--- config.mk ---
export PLATFORM = sky130hd
export DESIGN_NAME = mux_select_sequencer
export DESIGN_NICKNAME = d
export VERILOG_FILES = /design/src/rtl/mux_seq_pkg.sv /design/src/rtl/rr_next_ch.sv /design/src/rtl/mux_select_sequencer.sv
export SDC_FILE = /design/constraint.sdc
export NUM_CORES = 1
export LEC_CHECK = 0
export ABC_CLOCK_PERIOD_IN_PS = 2460
export CORE_ASPECT_RATIO = 2
export CORE_MARGIN = 2
export CORE_UTILIZATION = 46
export DETAILED_ROUTE_END_ITERATION = 7
export GPL_TIMING_DRIVEN = 0
export PLACE_DENSITY = 0.82
export SYNTH_ARGS = -nofsm -noshare
export SYNTH_HDL_FRONTEND = slang
export SYNTH_SLANG_ARGS = --single-unit
--- constraint.sdc ---
create_clock -name clk -period 2.46 [get_ports clk]
set_clock_uncertainty 0.05 [all_clocks]
set_input_delay 0.246 -clock clk [delete_from_list [all_inputs] [get_ports clk]]
set_output_delay 0.246 -clock clk [all_outputs]
set_load 0.01 [all_outputs]
--- src/rtl/mux_seq_pkg.sv ---
// rtl/mux_seq_pkg.sv - shared types and constants for the mux select sequencer
package mux_seq_pkg;
  typedef enum logic {
    IDLE  = 1'b0,
    DWELL = 1'b1
  } state_e;

  localparam int CH_W   = 2;
  localparam int NUM_CH = 4;
endpackage

--- src/rtl/rr_next_ch.sv ---
// rtl/rr_next_ch.sv - combinational round-robin search for the next enabled channel
module rr_next_ch
  import mux_seq_pkg::*;
(
  input  logic [NUM_CH-1:0] mask,
  input  logic [CH_W-1:0]   cur,
  output logic [CH_W-1:0]   nxt,
  output logic              wrap,
  output logic              none
);

  logic              found;
  logic [CH_W-1:0]   cand;

  // Offsets 1..NUM_CH; the last offset lands back on cur so a lone channel re-selects itself.
  always_comb begin
    nxt   = cur;
    found = 1'b0;
    cand  = '0;
    none  = (mask == '0);
    for (int i = 1; i <= NUM_CH; i++) begin
      cand = cur + CH_W'(i);
      if (!found && mask[cand]) begin
        nxt   = cand;
        found = 1'b1;
      end
    end
    wrap = found && (nxt <= cur);
  end

endmodule

--- src/rtl/mux_select_sequencer.sv ---
// rtl/mux_select_sequencer.sv - round-robin 4:1 mux select generator with dwell and sampling
module mux_select_sequencer
  import mux_seq_pkg::*;
#(
  parameter int DWELL_W = 8
) (
  input  logic               clk,
  input  logic               reset_n,
  input  logic               en,
  input  logic [NUM_CH-1:0]  mask,
  input  logic [DWELL_W-1:0] dwell,
  input  logic               f_in,
  output logic               s0,
  output logic               s1,
  output logic               sample_valid,
  output logic               sample_data,
  output logic [CH_W-1:0]    sample_ch,
  output logic [NUM_CH-1:0]  snapshot,
  output logic               scan_done
);

  state_e             state_q, state_d;
  logic [DWELL_W-1:0] cnt_q, cnt_d;
  logic [CH_W-1:0]    sel_q, sel_d;
  logic               sample_valid_q, sample_valid_d;
  logic               sample_data_q, sample_data_d;
  logic [CH_W-1:0]    sample_ch_q, sample_ch_d;
  logic [NUM_CH-1:0]  snapshot_q, snapshot_d;
  logic               scan_done_q, scan_done_d;

  logic [CH_W-1:0]    rr_cur, rr_nxt;
  logic               rr_wrap, rr_none;

  // From IDLE search from the top channel so the finder yields the lowest set bit.
  assign rr_cur = (state_q == IDLE) ? CH_W'(NUM_CH - 1) : sel_q;

  rr_next_ch u_rr (
    .mask (mask),
    .cur  (rr_cur),
    .nxt  (rr_nxt),
    .wrap (rr_wrap),
    .none (rr_none)
  );

  always_comb begin
    state_d        = state_q;
    cnt_d          = cnt_q;
    sel_d          = sel_q;
    sample_valid_d = 1'b0;
    sample_data_d  = sample_data_q;
    sample_ch_d    = sample_ch_q;
    snapshot_d     = snapshot_q;
    scan_done_d    = 1'b0;
    case (state_q)
      IDLE: begin
        if (en && !rr_none) begin
          sel_d   = rr_nxt;
          cnt_d   = dwell;
          state_d = DWELL;
        end
      end
      DWELL: begin
        if (!en) begin
          state_d = IDLE;
        end else if (cnt_q != '0) begin
          cnt_d = cnt_q - 1'b1;
        end else begin
          sample_valid_d     = 1'b1;
          sample_data_d      = f_in;
          sample_ch_d        = sel_q;
          snapshot_d[sel_q]  = f_in;
          if (rr_none) begin
            state_d = IDLE;
          end else begin
            sel_d       = rr_nxt;
            cnt_d       = dwell;
            scan_done_d = rr_wrap;
          end
        end
      end
      default: state_d = IDLE;
    endcase
  end

  always_ff @(posedge clk or negedge reset_n) begin
    if (!reset_n) begin
      state_q        <= IDLE;
      cnt_q          <= '0;
      sel_q          <= '0;
      sample_valid_q <= 1'b0;
      sample_data_q  <= 1'b0;
      sample_ch_q    <= '0;
      snapshot_q     <= '0;
      scan_done_q    <= 1'b0;
    end else begin
      state_q        <= state_d;
      cnt_q          <= cnt_d;
      sel_q          <= sel_d;
      sample_valid_q <= sample_valid_d;
      sample_data_q  <= sample_data_d;
      sample_ch_q    <= sample_ch_d;
      snapshot_q     <= snapshot_d;
      scan_done_q    <= scan_done_d;
    end
  end

  assign s0           = sel_q[0];
  assign s1           = sel_q[1];
  assign sample_valid = sample_valid_q;
  assign sample_data  = sample_data_q;
  assign sample_ch    = sample_ch_q;
  assign snapshot     = snapshot_q;
  assign scan_done    = scan_done_q;

endmodule

# [After elaboration in Yosys (flattened, before gate mapping)]
# Cells that the tools add are included.
[totals] inputBits=16 register_bits=20
[classes] add_sub_neg=4 n_eq_ne=5 n_lt_le_gt_ge=7 n_reduce_logical=15 bitwise_logic=2 mux=42
[ops] cell="$mux 8" count=4
[ops] cell="$mux 1" count=20
[ops] cell="$mux 2" count=9
[ops] cell="$pmux 8 s2" count=1
[ops] cell="$lt 2x3->1 const B" count=5
[ops] cell="$bmux 1 s2" count=4
[ops] cell="$reduce_bool 8->1" count=1
[ops] cell="$sub 8x1->8 const B" count=1
[ops] cell="$logic_and 1x1->1" count=6
[ops] cell="$ne 2x2->1 const B" count=3
[ops] cell="$reduce_and 3->1" count=2
[ops] cell="$add 2x2->2 const B" count=2
[ops] cell="$bwmux 4" count=1
[ops] cell="$logic_not 1->1" count=4
[ops] cell="$logic_not 4->1" count=1
[ops] cell="$pmux 2 s2" count=1
[ops] cell="$reduce_and 4->1" count=1
[ops] cell="$ne 3x2->1 const B" count=1
[ops] cell="$add 2x1->2 const B" count=1
[ops] cell="$demux 1 s2" count=1
[ops] cell="$ge 2x1->1 const B" count=1
[ops] cell="$le 2x2->1" count=1
[ops] cell="$ne 2x1->1 const B" count=1
[ops] cell="$not 1->1" count=2
[ops] cell="$pmux 1 s2" count=1

# [Logic depth before layout (Yosys ltp)]
[logic_depth] word_depth=20 mapped_depth=10

# [Cells and area by module]
# Synthesis repeated with hierarchy kept, for this count alone.
[unflattened] hier_cells=127 hier_area_um2=1196.1
[modules_own_cells] module="mux_select_sequencer" n_inst=1 seq_area_each_um2=500.5 cells_per_inst=105 area_per_inst_um2=1064.8
[modules_own_cells] module="rr_next_ch" n_inst=1 seq_area_each_um2=0.0 cells_per_inst=22 area_per_inst_um2=131.4

# [Worst setup path after synthesis]
# Ideal clock, no wire load.
[synth_path] kind="register -> register" from="register sel_q[1]" to="register scan_done_q (netlist: scan_done)" path_stages_with_launch=10 t_arrival_ps=2231 setup_time_ps=88 required_time_ps=2322 slack_ps=90 period_less_slack_ps=2370 path_buffers=1 path_cell_list="dfrtp_1 buf_6 mux2_4 o221a_4 a2111oi_4 o21ba_4 ha_1 a31oi_1 a21oi_1 nor3b_1"
[synth_via] elab_chain_cells=20 elab_cells_between_ends=32 classes_between="3 x add/sub; 1 x order compare; 21 x mux; 7 x reduce/logical"
[synth_lines] item="start, declared" line="mux_select_sequencer.sv:24" source="logic [CH_W-1:0] sel_q, sel_d;"
[synth_lines] item="start signal, assigned" line="mux_select_sequencer.sv:98" source="sel_q <= sel_d;"
[synth_lines] item="$mux 2 (*)" line="mux_select_sequencer.sv:35" source="assign rr_cur = (state_q == IDLE) ? CH_W'(NUM_CH - 1) : sel_q;"
[synth_lines] item="$add 2x1->2" line="rr_next_ch.sv:22" source="cand = cur + CH_W'(i);"
[synth_lines] item="$bmux 1 s2" line="rr_next_ch.sv:23" source="if (!found && mask[cand]) begin"
[synth_lines] item="$mux 1 (implied by the code)" line="rr_next_ch.sv:23"
[synth_lines] item="$mux 1" line="rr_next_ch.sv:23"
[synth_lines] item="$logic_not 1->1" line="rr_next_ch.sv:23"
[synth_lines] item="$logic_and 1x1->1" line="rr_next_ch.sv:23"
[synth_lines] item="$mux 1" line="rr_next_ch.sv:23"
[synth_lines] item="[... 6 more ...]"
[synth_lines] item="named net rr_nxt[1]" line="mux_select_sequencer.sv:31" source="logic [CH_W-1:0] rr_cur, rr_nxt;"
[synth_lines] item="$le 2x2->1 (*)" line="rr_next_ch.sv:28" source="wrap = found && (nxt <= cur);"
[synth_lines] item="$logic_and 1x1->1 (*)" line="rr_next_ch.sv:28"
[synth_lines] item="$mux 1 (*)" line="mux_select_sequencer.sv:72" source="if (rr_none) begin"
[synth_lines] item="$mux 1 (*)" line="mux_select_sequencer.sv:65" source="end else if (cnt_q != '0) begin"
[synth_lines] item="$mux 1 (*)" line="mux_select_sequencer.sv:63" source="if (!en) begin"
[synth_lines] item="$mux 1 (*)" line="mux_select_sequencer.sv:54" source="case (state_q)"
[synth_lines] item="named net scan_done_d" line="mux_select_sequencer.sv:29" source="logic scan_done_q, scan_done_d;"
[synth_lines] item="end signal, assigned" line="mux_select_sequencer.sv:103" source="scan_done_q <= scan_done_d;"
[synth_lines] item="end, declared" line="mux_select_sequencer.sv:29"
# The timed path passes the listed nets; every way through them passes the cells marked *. The select of a mux whose other input is x is not followed.
# A chain may end at the register's enable or synchronous reset.

# [Worst setup path after layout]
# Ends and elaborated chain as after synthesis.

==> results.cfg <==
[status]
status = finished, final reports clean

[detailed_routing]
avgRoutedWirePerCell_um = 15.5
drtIter0Drc = 22
detail_route.drc_violations = 0
ant_nets = 0
avgViaCountPerCell = 5.95
drt-pass1-iter-count = 4
finalWirelength_um = 3090
routed-via-count = 1189

[placed_design]
gpl.final_weighted_congestion = 0.882
dpl_wire_length_um = 2370
port-buffer-count = 26
place_area_um2 = 1610

[worst_setup_path]
critical_path.endpoint_type = register
cpLargestDelayFamily = compound AO/OA/AOI/OAI gates
critical_path.max_fanout = 10
worst-r2r-cell-count = 9
critPathRequiredTime_ps = 2550
rrSetupSlack_ps = 70
slowest_delay_ps = 390
crit_chain = buf_6 > mux2_4 > o221a_4 > a2111oi_4 > o21ba_4 > ha_4 > a31oi_1 > a21oi_1 > nor3b_2
setup.worst_path.start_class = register
timing.critical_path.buf_inv = 1
critical_path_arrival_ps = 2470
critical_path_depth = 9
worst-setup-path-type = reg -> reg
worstReg2RegStart = sel_q[1]
worst_setup_path_endpoint = scan_done
launch_point_of_the_critical_path = sel_q[1]
critical-path-slowest-cell = dfrtp_1
critical_path.reg2reg.endpoint = scan_done

[global_route]
vias_in_the_first_global_route = 1156
grt_first_pass_wirelength_um = 5110
antenna_found_initial = 0
grt_usage = 0.199
grt_max_degree = 21
grt_remaining_overflow = 0

[floorplanning]
core.rowCount = 27
die-area_um2 = 3320
io_pins = 27
initial_core_util = 0.480
core-area_um2 = 2740
dieWidth_um = 41.8
die_height_um = 79.5

[clocking]
clk_latency_ps = 260
htreeDepth = 1
number_of_buffers_inserted_during_clock_tree_synthesis = 3
clock-sinks = 20
cts.path.max_buffers = 2
cts_root_buf = clkbuf_8
clk_pin_slew_ps = 70
cts_tree = yes

[power_and_ir_drop]
combinationalPowerShare = 0.421
internal_power_w = 0.000860
ir_drop_mv = 0.596
netSwitchingFraction = 0.332
power_per_cell_area_nw_per_um2 = 749
switchingPower_w = 0.000427
seq_power_share = 0.325
power.static_leakage_nw = 0.724
clkPwrFrac = 0.254

[synthesis]
post-synth-top-area-fraction = 0.381
synth_enable_flop_cells = 0
synth_area_per_cell_um2 = 9.38
synth_most_common_cell = dfrtp_1
flop_and_latch_count_out_of_synthesis = 20
post_synth_instance_area_um2 = 1310
synth_common_cells = dfrtp_1, nand2_1, a21oi_1
postSynth.asyncResetShare = 1.00
yosys.cell_types.count = 47
post_synth_inst_count = 140
ys_flop_type = dfrtp_1
synthTopCellsByArea = dfrtp_1, a21oi_1, nand2_1, o21ai_0, mux2_1
synthDominantAreaCellType = dfrtp_1
synthesis.nets = 159
yosysSeqAreaShare = 0.381
synth-warning-count = 0

[cells_and_area]
layout.filler_cells = 233
design_area_um2 = 1720
post_route_cells_drive_above_1_share = 0.158
nNetsFinal = 191
layout-area-overhead-vs-synth_pct = 30.9
antenna-diode-count = 0
multi_input_area_um2 = 753
sequential_cell_area_um2 = 500

[timing]
fmaxAchievable_ghz = 0.419
timing.final.hold_violations = 0
worst_hold_check_slack_ps = 432
final.setup.tns_ps = 0
number_of_max_slew_violations_in_the_final_report = 0
setup_viol = 0
layout_min_cycle_time_ps = 2390
relSlewSlack = 0.408
final.period_utilization = 0.970
tightestPinTransition_ps = 885

[run]
max_cap_viol_count = 0

[worst_hold_path]
min_delay_worst_type = in -> async
==> power groups by stage <==
stage	Combinational (W)	Clock, W	Sequential [W]
after floorplan	0.000349	0	0.000423
after global placement	0.000471	0	0.000419
after detailed placement	0.000498	0	0.000422
after CTS	0.000517	0.000329	0.000417
after global routing	0.000588	0.000346	0.000424
final	0.000542	0.000327	0.000418
==> timing repair <==
action / in CTS / in global routing
setup endpoints to repair: 1 / 1
pin swaps: 1 / 2
buffers inserted: 1 / 0
hold buffers: 0 / 0
resized for setup: 2 / 3
hold endpoints to repair: 0 / 0
==> state kept, by name, indices dropped and copies added, names as in the netlist <==
| name | flops |
|---|---|
| cnt_q | 8 |
| snapshot | 4 |
| sample_ch | 2 |
| sel_q | 2 |
| sample_data | 1 |
| sample_valid | 1 |
| scan_done | 1 |
| state_q | 1 |
==> worst min path at each step <==
| stage | to | from | depth (start not counted) |
|---|---|---|---|
| floorplan | cnt_q[0] | reset_n | 0 |
| global placement | sample_data | sample_data | 2 |
| detailed placement | snapshot[2] | snapshot[2] | 1 |
| CTS | snapshot[2] | snapshot[2] | 1 |
| global route | snapshot[2] | snapshot[2] | 1 |
| finish | snapshot[3] | reset_n | 1 |
==> per-layer routing <==
layer / global-route usage / share of wire
met1: 0.215 / 0.37
met5: 0 / 0
met4: 0.116 / 0.044
met3: 0.0158 / 0.035
met2: 0.364 / 0.55
==> layout by cell type, fill, tap and decap left out, drive strengths merged, types with 2 or more instances in the layout <==
master and count:
nand2b 4, nor2 9, ha 3, a21oi 12
a21boi 2, nand4 4, o21ai 13, clkbuf 5
mux2 7, nand2 15, clkdlybuf4s50 26, a31oi 2
nor3 6, nand3 2, o22ai 2, inv 10
nand4bb 2, dfrtp 20, buf 5
==> through the flow <==
stage	setup WS [ps]	total power, W	instances	util
4_1_cts	3.58	0.00126	200	0.619
3_5_place_dp	-206	0.000920	195	0.588
6_report	73.1	0.00129	200	0.628
2_1_floorplan	90.4	0.000772	140	-
5_1_grt	-24.5	0.00136	200	0.628
3_3_place_gp	-142	0.000890	195	0.588
==> logic make-up after synthesis <==
logic type      share of synthesized area
flops                               0.381
fa+ha+maj                          0.0286
compound gates                      0.250
buf+inv                            0.0658
mux                                0.0734
simple gates                        0.201
==> area by class of cell <==
cell class / instances / share of cell area
buffer: 7 / 0.0299
timing repair buffer: 27 / 0.156
tap: 29 / 0.0211
clock inverter: 1 / 0.0175
multi-input combinational: 103 / 0.438
inverter: 10 / 0.0218
clock buffer: 3 / 0.0240
sequential: 20 / 0.291
No activity file was read; power rests on OpenSTA's default activity.
